**config.mk**
```make
export PLATFORM = sky130hd
export DESIGN_NAME = mult_arbiter
export DESIGN_NICKNAME = d
export VERILOG_FILES = /design/src/rtl/ariane_pkg.sv /design/src/rtl/fifo_v3.sv /design/src/rtl/mult_arbiter.sv
export SDC_FILE = /design/constraint.sdc
export NUM_CORES = 1
export LEC_CHECK = 0
export CAP_MARGIN = 10
export CORE_AREA = 5 5 238 240
export DETAILED_ROUTE_END_ITERATION = 8
export DIE_AREA = 0 0 243 245
export SETUP_SLACK_MARGIN = 0.4
export SLEW_MARGIN = 5
export SYNTH_ARGS = -nofsm -noshare
export SYNTH_HDL_FRONTEND = slang
export SYNTH_SLANG_ARGS = --single-unit
```
**constraint.sdc**
```tcl
create_clock -name clk_i -period 3.8 [get_ports clk_i]
set_clock_uncertainty 0.2 [all_clocks]
set_input_delay 0.57 -clock clk_i [delete_from_list [all_inputs] [get_ports clk_i]]
set_output_delay 0.57 -clock clk_i [all_outputs]
set_load 0.005 [all_outputs]
```
**src/rtl/ariane_pkg.sv**
```systemverilog
// ariane_pkg (slice): shared types for the multiplier arbiter.
//   XLEN / TRANS_ID_BITS : core datapath and scoreboard id widths
//   fu_op                : functional-unit operator encoding
//   requester_e          : which requester owns a multiplier issue slot
//   inflight_t           : the one-deep record of the request currently in the multiplier
package ariane_pkg;

  localparam int unsigned XLEN          = 64;
  localparam int unsigned TRANS_ID_BITS = 3;
  // Widest id/tag the in-flight record can hold; AccTagWidth must not exceed it.
  localparam int unsigned MAX_TAG_BITS  = 8;

  typedef enum logic [3:0] {
    ADD, SUB, MUL, MULH, MULHU, MULHSU, MULW, DIV
  } fu_op;

  typedef enum logic {
    CORE = 1'b0,
    ACC  = 1'b1
  } requester_e;

  typedef struct packed {
    logic                    valid;
    requester_e              owner;
    logic [MAX_TAG_BITS-1:0] id;    // core trans_id or accelerator tag, zero-extended
  } inflight_t;

  function automatic logic is_mul_op(fu_op op);
    return op inside {MUL, MULH, MULHU, MULHSU, MULW};
  endfunction

endpackage

```
**src/rtl/fifo_v3.sv**
```systemverilog
// fifo_v3: small synchronous FIFO (common_cells compatible subset).
//   clk_i/rst_ni : clock, async active-low reset (pointers and count cleared)
//   flush_i      : synchronous empty
//   full_o/empty_o/usage_o : status; usage_o is the full occupancy count
//   data_i/push_i: write side; data_o/pop_i: read side
// With FALL_THROUGH=0 data_o is the storage entry at the read pointer, so a
// pushed word becomes visible the cycle after the push.
module fifo_v3 #(
  parameter bit          FALL_THROUGH = 1'b0,
  parameter int unsigned DATA_WIDTH   = 32,
  parameter int unsigned DEPTH        = 8,
  parameter type         dtype        = logic [DATA_WIDTH-1:0],
  parameter int unsigned ADDR_DEPTH   = (DEPTH > 1) ? $clog2(DEPTH) : 1
) (
  input  logic                  clk_i,
  input  logic                  rst_ni,
  input  logic                  flush_i,
  output logic                  full_o,
  output logic                  empty_o,
  output logic [ADDR_DEPTH:0]   usage_o,
  input  dtype                  data_i,
  input  logic                  push_i,
  output dtype                  data_o,
  input  logic                  pop_i
);

  localparam logic [ADDR_DEPTH-1:0] LastPtr = ADDR_DEPTH'(DEPTH - 1);
  localparam logic [ADDR_DEPTH:0]   DepthC  = (ADDR_DEPTH + 1)'(DEPTH);

  logic [ADDR_DEPTH-1:0] rd_ptr_q, wr_ptr_q;
  logic [ADDR_DEPTH:0]   cnt_q;
  dtype                  mem_q [DEPTH];
  logic                  bypass, do_push, do_pop;

  // Fall-through with an empty FIFO hands data_i straight to the reader.
  assign bypass  = FALL_THROUGH && (cnt_q == '0) && push_i && pop_i;
  assign full_o  = (cnt_q == DepthC);
  assign empty_o = (cnt_q == '0) && !(FALL_THROUGH && push_i);
  assign usage_o = cnt_q;
  assign data_o  = (FALL_THROUGH && cnt_q == '0) ? data_i : mem_q[rd_ptr_q];
  assign do_push = push_i && !full_o && !bypass;
  assign do_pop  = pop_i && (cnt_q != '0);

  always_ff @(posedge clk_i or negedge rst_ni) begin
    if (!rst_ni) begin
      rd_ptr_q <= '0;
      wr_ptr_q <= '0;
      cnt_q    <= '0;
    end else if (flush_i) begin
      rd_ptr_q <= '0;
      wr_ptr_q <= '0;
      cnt_q    <= '0;
    end else begin
      if (do_push) wr_ptr_q <= (wr_ptr_q == LastPtr) ? '0 : wr_ptr_q + 1'b1;
      if (do_pop)  rd_ptr_q <= (rd_ptr_q == LastPtr) ? '0 : rd_ptr_q + 1'b1;
      case ({do_push, do_pop})
        2'b10:   cnt_q <= cnt_q + 1'b1;
        2'b01:   cnt_q <= cnt_q - 1'b1;
        default: cnt_q <= cnt_q;
      endcase
    end
  end

  // Storage needs no reset: the count decides what is valid.
  always_ff @(posedge clk_i) begin
    if (do_push && !flush_i) mem_q[wr_ptr_q] <= data_i;
  end

endmodule

```
**src/rtl/mult_arbiter.sv**
```systemverilog
// mult_arbiter: shares one external 1-cycle multiplier between the core and
// an accelerator.
//   core_*     : request (valid/ready) and response (no backpressure), flushed by clr_i
//   acc_*      : request (valid/ready) and response through a small FIFO with ready
//   mul_*_o    : issue to the multiplier; mul_valid_i/mul_result_i one cycle later
// Round-robin between the two on contention. The accelerator is only granted
// when a FIFO slot is guaranteed for its result (stored + in-flight < depth),
// which is why the FIFO can never overflow. clr_i kills only core traffic.
module mult_arbiter
  import ariane_pkg::*;
#(
  parameter int unsigned AccTagWidth = 4,
  parameter int unsigned RspDepth    = 2
) (
  input  logic                     clk_i,
  input  logic                     rst_ni,
  input  logic                     clr_i,
  // core request / response
  input  logic                     core_valid_i,
  output logic                     core_ready_o,
  input  fu_op                     core_op_i,
  input  logic [XLEN-1:0]          core_a_i,
  input  logic [XLEN-1:0]          core_b_i,
  input  logic [TRANS_ID_BITS-1:0] core_trans_id_i,
  output logic                     core_rsp_valid_o,
  output logic [XLEN-1:0]          core_rsp_result_o,
  output logic [TRANS_ID_BITS-1:0] core_rsp_trans_id_o,
  // accelerator request / response
  input  logic                     acc_valid_i,
  output logic                     acc_ready_o,
  input  fu_op                     acc_op_i,
  input  logic [XLEN-1:0]          acc_a_i,
  input  logic [XLEN-1:0]          acc_b_i,
  input  logic [AccTagWidth-1:0]   acc_tag_i,
  output logic                     acc_rsp_valid_o,
  input  logic                     acc_rsp_ready_i,
  output logic [XLEN-1:0]          acc_rsp_result_o,
  output logic [AccTagWidth-1:0]   acc_rsp_tag_o,
  // multiplier
  output logic                     mul_valid_o,
  output fu_op                     mul_op_o,
  output logic [XLEN-1:0]          mul_a_o,
  output logic [XLEN-1:0]          mul_b_o,
  output logic [TRANS_ID_BITS-1:0] mul_trans_id_o,
  input  logic                     mul_valid_i,
  input  logic [XLEN-1:0]          mul_result_i
);

  localparam int unsigned CntW  = ((RspDepth > 1) ? $clog2(RspDepth) : 1) + 1;
  localparam int unsigned UsedW = CntW + 1;
  localparam int unsigned RspW  = XLEN + AccTagWidth;

  requester_e       rr_q, rr_d;
  inflight_t        inflight_q, inflight_d;
  logic             core_elig, acc_elig, contested, gnt_core, gnt_acc;
  logic             acc_inflight, fifo_full, fifo_empty, fifo_pop;
  logic [CntW-1:0]  fifo_usage;
  logic [UsedW-1:0] credits_used;
  logic [RspW-1:0]  fifo_wdata, fifo_rdata;

  // ---------------- arbitration ----------------
  assign acc_inflight = inflight_q.valid && (inflight_q.owner == ACC);
  assign credits_used = UsedW'(fifo_usage) + UsedW'(acc_inflight);

  // rst_ni gating keeps mul_valid_o and the readies low while in reset.
  assign core_elig = rst_ni && core_valid_i && !clr_i;
  assign acc_elig  = rst_ni && acc_valid_i && (credits_used < UsedW'(RspDepth));
  assign contested = core_elig && acc_elig;

  always_comb begin
    gnt_core = core_elig;
    gnt_acc  = acc_elig;
    rr_d     = rr_q;
    if (contested) begin
      gnt_core = (rr_q == CORE);
      gnt_acc  = (rr_q == ACC);
      rr_d     = (rr_q == CORE) ? ACC : CORE;
    end
  end

  assign core_ready_o   = gnt_core;
  assign acc_ready_o    = gnt_acc;
  assign mul_valid_o    = gnt_core || gnt_acc;
  assign mul_op_o       = gnt_acc ? acc_op_i : core_op_i;
  assign mul_a_o        = gnt_acc ? acc_a_i  : core_a_i;
  assign mul_b_o        = gnt_acc ? acc_b_i  : core_b_i;
  assign mul_trans_id_o = gnt_core ? core_trans_id_i : '0;

  // ---------------- in-flight record ----------------
  always_comb begin
    inflight_d = '0;
    if (gnt_core) begin
      inflight_d.valid = 1'b1;
      inflight_d.owner = CORE;
      inflight_d.id    = MAX_TAG_BITS'(core_trans_id_i);
    end else if (gnt_acc) begin
      inflight_d.valid = 1'b1;
      inflight_d.owner = ACC;
      inflight_d.id    = MAX_TAG_BITS'(acc_tag_i);
    end
  end

  always_ff @(posedge clk_i or negedge rst_ni) begin
    if (!rst_ni) begin
      inflight_q <= '0;
      rr_q       <= CORE;
    end else begin
      inflight_q <= inflight_d;
      rr_q       <= rr_d;
    end
  end

  // ---------------- core response ----------------
  assign core_rsp_valid_o    = inflight_q.valid && (inflight_q.owner == CORE) && !clr_i;
  assign core_rsp_result_o   = mul_result_i;
  assign core_rsp_trans_id_o = inflight_q.id[TRANS_ID_BITS-1:0];

  // ---------------- accelerator response buffer ----------------
  assign fifo_wdata = {mul_result_i, inflight_q.id[AccTagWidth-1:0]};
  assign fifo_pop   = acc_rsp_valid_o && acc_rsp_ready_i;

  fifo_v3 #(
    .FALL_THROUGH (1'b0),
    .DATA_WIDTH   (RspW),
    .DEPTH        (RspDepth)
  ) i_rsp_fifo (
    .clk_i   (clk_i),
    .rst_ni  (rst_ni),
    .flush_i (1'b0),
    .full_o  (fifo_full),
    .empty_o (fifo_empty),
    .usage_o (fifo_usage),
    .data_i  (fifo_wdata),
    .push_i  (acc_inflight),
    .data_o  (fifo_rdata),
    .pop_i   (fifo_pop)
  );

  assign acc_rsp_valid_o                   = !fifo_empty;
  assign {acc_rsp_result_o, acc_rsp_tag_o} = fifo_rdata;

  // ---------------- protocol checks ----------------
  a_mul_latency: assert property (@(posedge clk_i) disable iff (!rst_ni)
    inflight_q.valid |-> mul_valid_i);
  a_core_op: assert property (@(posedge clk_i) disable iff (!rst_ni)
    core_valid_i |-> is_mul_op(core_op_i));
  a_acc_op: assert property (@(posedge clk_i) disable iff (!rst_ni)
    acc_valid_i |-> is_mul_op(acc_op_i));
  a_no_overrun: assert property (@(posedge clk_i) disable iff (!rst_ni)
    !(acc_inflight && fifo_full));
  // An idle slot is always fully cleared.
  a_idle_clear: assert property (@(posedge clk_i) disable iff (!rst_ni)
    inflight_q.valid || (inflight_q.id == '0 && inflight_q.owner == CORE));

endmodule

```
==> reports/metrics.sh <==
RUN_STATUS='complete, no violations'
TIMING.CRITICAL_PATH.TO_TYPE='primary output'
GRT_FIRST_PASS_WIRELENGTH_MM=52.3
ROUTE.VIAS.TOTAL=6211
POSTSYNTHNETCOUNT=813
YS_SEQ_ELEMENTS=147
ROUTED_WIRE_LENGTH_PER_INSTANCE_UM=22.0
CRITPATHLAUNCHTYPE='primary input'
UTILIZATION=0.284
SLEW_WORST_PIN_NS=0.727
GRT_SETUP_UNREPAIRED='yes'
TIMING.FINAL.SETUP_VIOLATIONS=0
WORSTPATHBUFFERINVERTERCOUNT=4
DP_WORST_SETUP_SLACK_NS=0.154
TIMING.RR.END='i_rsp_fifo.mem_q[1][27]'
CLOCK_TREE_FROM_TRITONCTS='yes'
CRITICAL_PATH.SLOWEST_CELL='sky130_fd_sc_hd__clkdlybuf4s50_1'
VIAS_PER_CELL=3.50
CORE_OUTLINE_AREA_UM2=54400
HOLD-WORST-SLACK_NS=0.0426
STDCELL_COUNT=1775
WORST_R2R_STARTPOINT='i_rsp_fifo.usage_o[1]'
POWER.TOTAL_mW=6.19
PATH_COMMON_CELL='sky130_fd_sc_hd__clkdlybuf4s50_1'
CTS-BUFFERS-INSERTED=17
FIRST_GLOBAL_VIAS=6806
LEAKAGE_nW=6.00
NUMCLOCKSINKS=147
MOST_USED_LAYER_GLOBAL_ROUTE='met2'
TIMING.MAX_CAP.VIOLATIONS=0
AREA.GROWTH.SYNTH_TO_FINAL_PCT=89.7
FINAL_WORST_PATH_PERIOD_SHARE=0.920
POST-PLACE-CELLS=1718
MOSTFREQUENTLAYOUTCELL='sky130_fd_sc_hd__clkdlybuf4s50_1'
DIE_HEIGHT_UM=245
WORST-ENDPOINT-ARRIVAL_NS=2.73
GR-USAGE-MET2=0.217
DIE-AREA_UM2=59500
GRTUSAGEMET3=0.0536
SLOWEST_DELAY_NS=0.50
POSTROUTEWIRELENGTH_MM=39.0
HOLD_VIOL=0
HOLDCRITPATHCLASS='primary input to async pin'
PLACEMENT.IO_BUFFERS=615
PATH_CELLS='clkdlybuf4s50_1 > and3b_2 > o211a_4 > buf_12 > buf_4 > mux2_2 > clkdlybuf4s50_1'
GRT_MAX_DEGREE=56
WORSTSETUPPATHDEPTH=7
SYNTH-EDFF-COUNT=136
LEVEL_COUNT_OF_THE_CLOCK_H_TREE=4
DRTANTENNAVIOLNETS=0
SYN_AVG_CELL_AREA_UM2=17.3
GRT_ANTENNA_BEFORE_REPAIR=5
PLACE.GP.CONGESTION=0.871
TOP_LEVEL_PORTS=617
CLK_TRANSITION_REPORTED_PATHS_NS=0.06
OVERFLOW=0
LAYOUT_COMMON_CELLS='521 x sky130_fd_sc_hd__clkdlybuf4s50_1, 136 x sky130_fd_sc_hd__edfxtp_1, 125 x sky130_fd_sc_hd__mux2_4'
SYNTH-SEQ-AREA-SHARE=0.535
POWERDENSITY_nW_PER_UM2=400
ACHIEVABLE-FREQUENCY_MHz=286
NETS=1401
CTS.PATH.MAX_BUFFERS=2
DRT_DRC_VIOLATIONS_LEFT=0
DRT_PRE_ANTENNA_ITERS=4
VDD_DROP_MAX_mV=0.177
REGISTER_TO_REGISTER_SETUP_SLACK_NS=1.46
WORSTREGTOREGCELLS=4
DRIVE_GT1_FRAC=0.287
DETAILEDROUTE.FIRSTITERATIONVIOLATIONS=180
REPORT.FINAL.SLEW_VIOL_COUNT=0
FINALWORSTPATHREQUIREDPERIOD_NS=3.50
GLOBALROUTETOTALUTIL=0.123
TIMING.SLEW.HEADROOM=0.513
YOSYS.CELL_TYPES.COUNT=30
YOSYSWARNINGCOUNT=0
STD_CELL_ROWS=86
CLKLATENCYLATEPIN_NS=0.43
WORST-ENDPOINT-REQUIRED_NS=3.03
POST_SYNTH_INSTANCE_AREA_UM2=8150
DP_HPWL_MM=33.8
PATH_DELAY_FAMILY='buffers and inverters'
DOMINANTREGCELLSYNTH='sky130_fd_sc_hd__edfxtp_1'
YS_ASYNC_SR_FRACTION=0.0748
POST_ROUTE_SETUP_SLACK_NS=0.303
USE_MET1=0.139
ROOT_BUFFER='sky130_fd_sc_hd__clkbuf_16'
START_UTIL=0.150
CP_MAX_FO=7
SYN-INSTANCE-COUNT=470
CRITICALPATHCATEGORY='primary input to primary output'
DIE_X_UM=243
==> how the worst max path moves through the flow <==
stage	from	end	slack, ns
2_1_floorplan	i_rsp_fifo.usage_o[1]	i_rsp_fifo.mem_q[0][0]	-0.39
3_3_place_gp	rst_ni	mul_a_o[8]	0.18
3_5_place_dp	rst_ni	mul_a_o[8]	0.15
4_1_cts	acc_valid_i	mul_a_o[63]	0.24
5_1_grt	acc_valid_i	mul_a_o[5]	0.25
6_report	acc_valid_i	mul_a_o[0]	0.30
==> power breakdown <==
part / total [mW] / leakage (nW) / internal [mW] / switching [mW]
clock network: 1.68 / 0.284 / 1.03 / 0.651
logic: 2.58 / 4.35 / 1.66 / 0.924
registers: 1.93 / 1.36 / 1.85 / 0.0839
total: 6.19 / 6.00 / 4.53 / 1.66
==> Yosys cell counts, drive strengths merged (2+ instances only) <==
cell type / instances / area, µm²
a22o: 3 / 26.3
and2: 5 / 31.3
buf: 89 / 811
dfrtp: 11 / 275
edfxtp: 136 / 4080
inv: 2 / 7.51
mux2: 200 / 2720
nand3b: 2 / 27.5
nor2: 3 / 11.3
o211a: 2 / 27.5
xnor2: 4 / 35.0
xor2: 2 / 17.5
==> through the flow <==
stage                     instance area [µm²]  setup TNS [ns]
after floorplan                          8150          -53.09
after global placement                  14600               0
after detailed placement                14600               0
after CTS                               15200               0
after global routing                    15500               0
final                                   15500               0
==> final cells by class <==
class	instances	area (µm²)
fill	5578	39000
antenna	1	2.50
timing repair buffer	659	6640
clock inverter	13	159
clock buffer	18	429
tap	704	881
multi-input combinational	231	2990
sequential	147	4360
inverter	2	7.51
==> state kept, by name, summed over array words and instances (netlist names) <==
register             cells
inflight_q               2
i_rsp_fifo.wr_ptr_q      1
core_rsp_trans_id_o      3
rr_q                     1
fifo_wdata               1
i_rsp_fifo.rd_ptr_q      1
i_rsp_fifo.usage_o       2
i_rsp_fifo.mem_q       136
==> repair_timing <==
action                                 4_1_cts  5_1_grt
setup endpoints to repair                  122       91
pin swaps                                    0        1
hold buffers                                 0        0
buffers inserted                             7       16
endpoints found under the hold margin        0        0
cloned                                       1        1
resized for setup                           61       76
==> logic make-up (layout without fill, tap and decap cells) <==
family | count (synthesis) | in the layout | share of synthesized area
compound gates | 8 | 8 | 0.00890
simple gates | 16 | 16 | 0.0140
fa+ha+maj | 1 | 1 | 0.00153
other cells | 0 | 1 | 0
xor+xnor | 6 | 6 | 0.00644
flops | 147 | 147 | 0.535
mux | 200 | 200 | 0.334
buf+inv | 92 | 692 | 0.101
==> metal layers <==
layer,share of wire,up-vias
met1,0.39,2927
li1,-,2892
met3,0.090,31
met2,0.51,355
met5,0.0023,-
met4,0.012,6
Note: power is estimated with default switching activity, not from simulation.
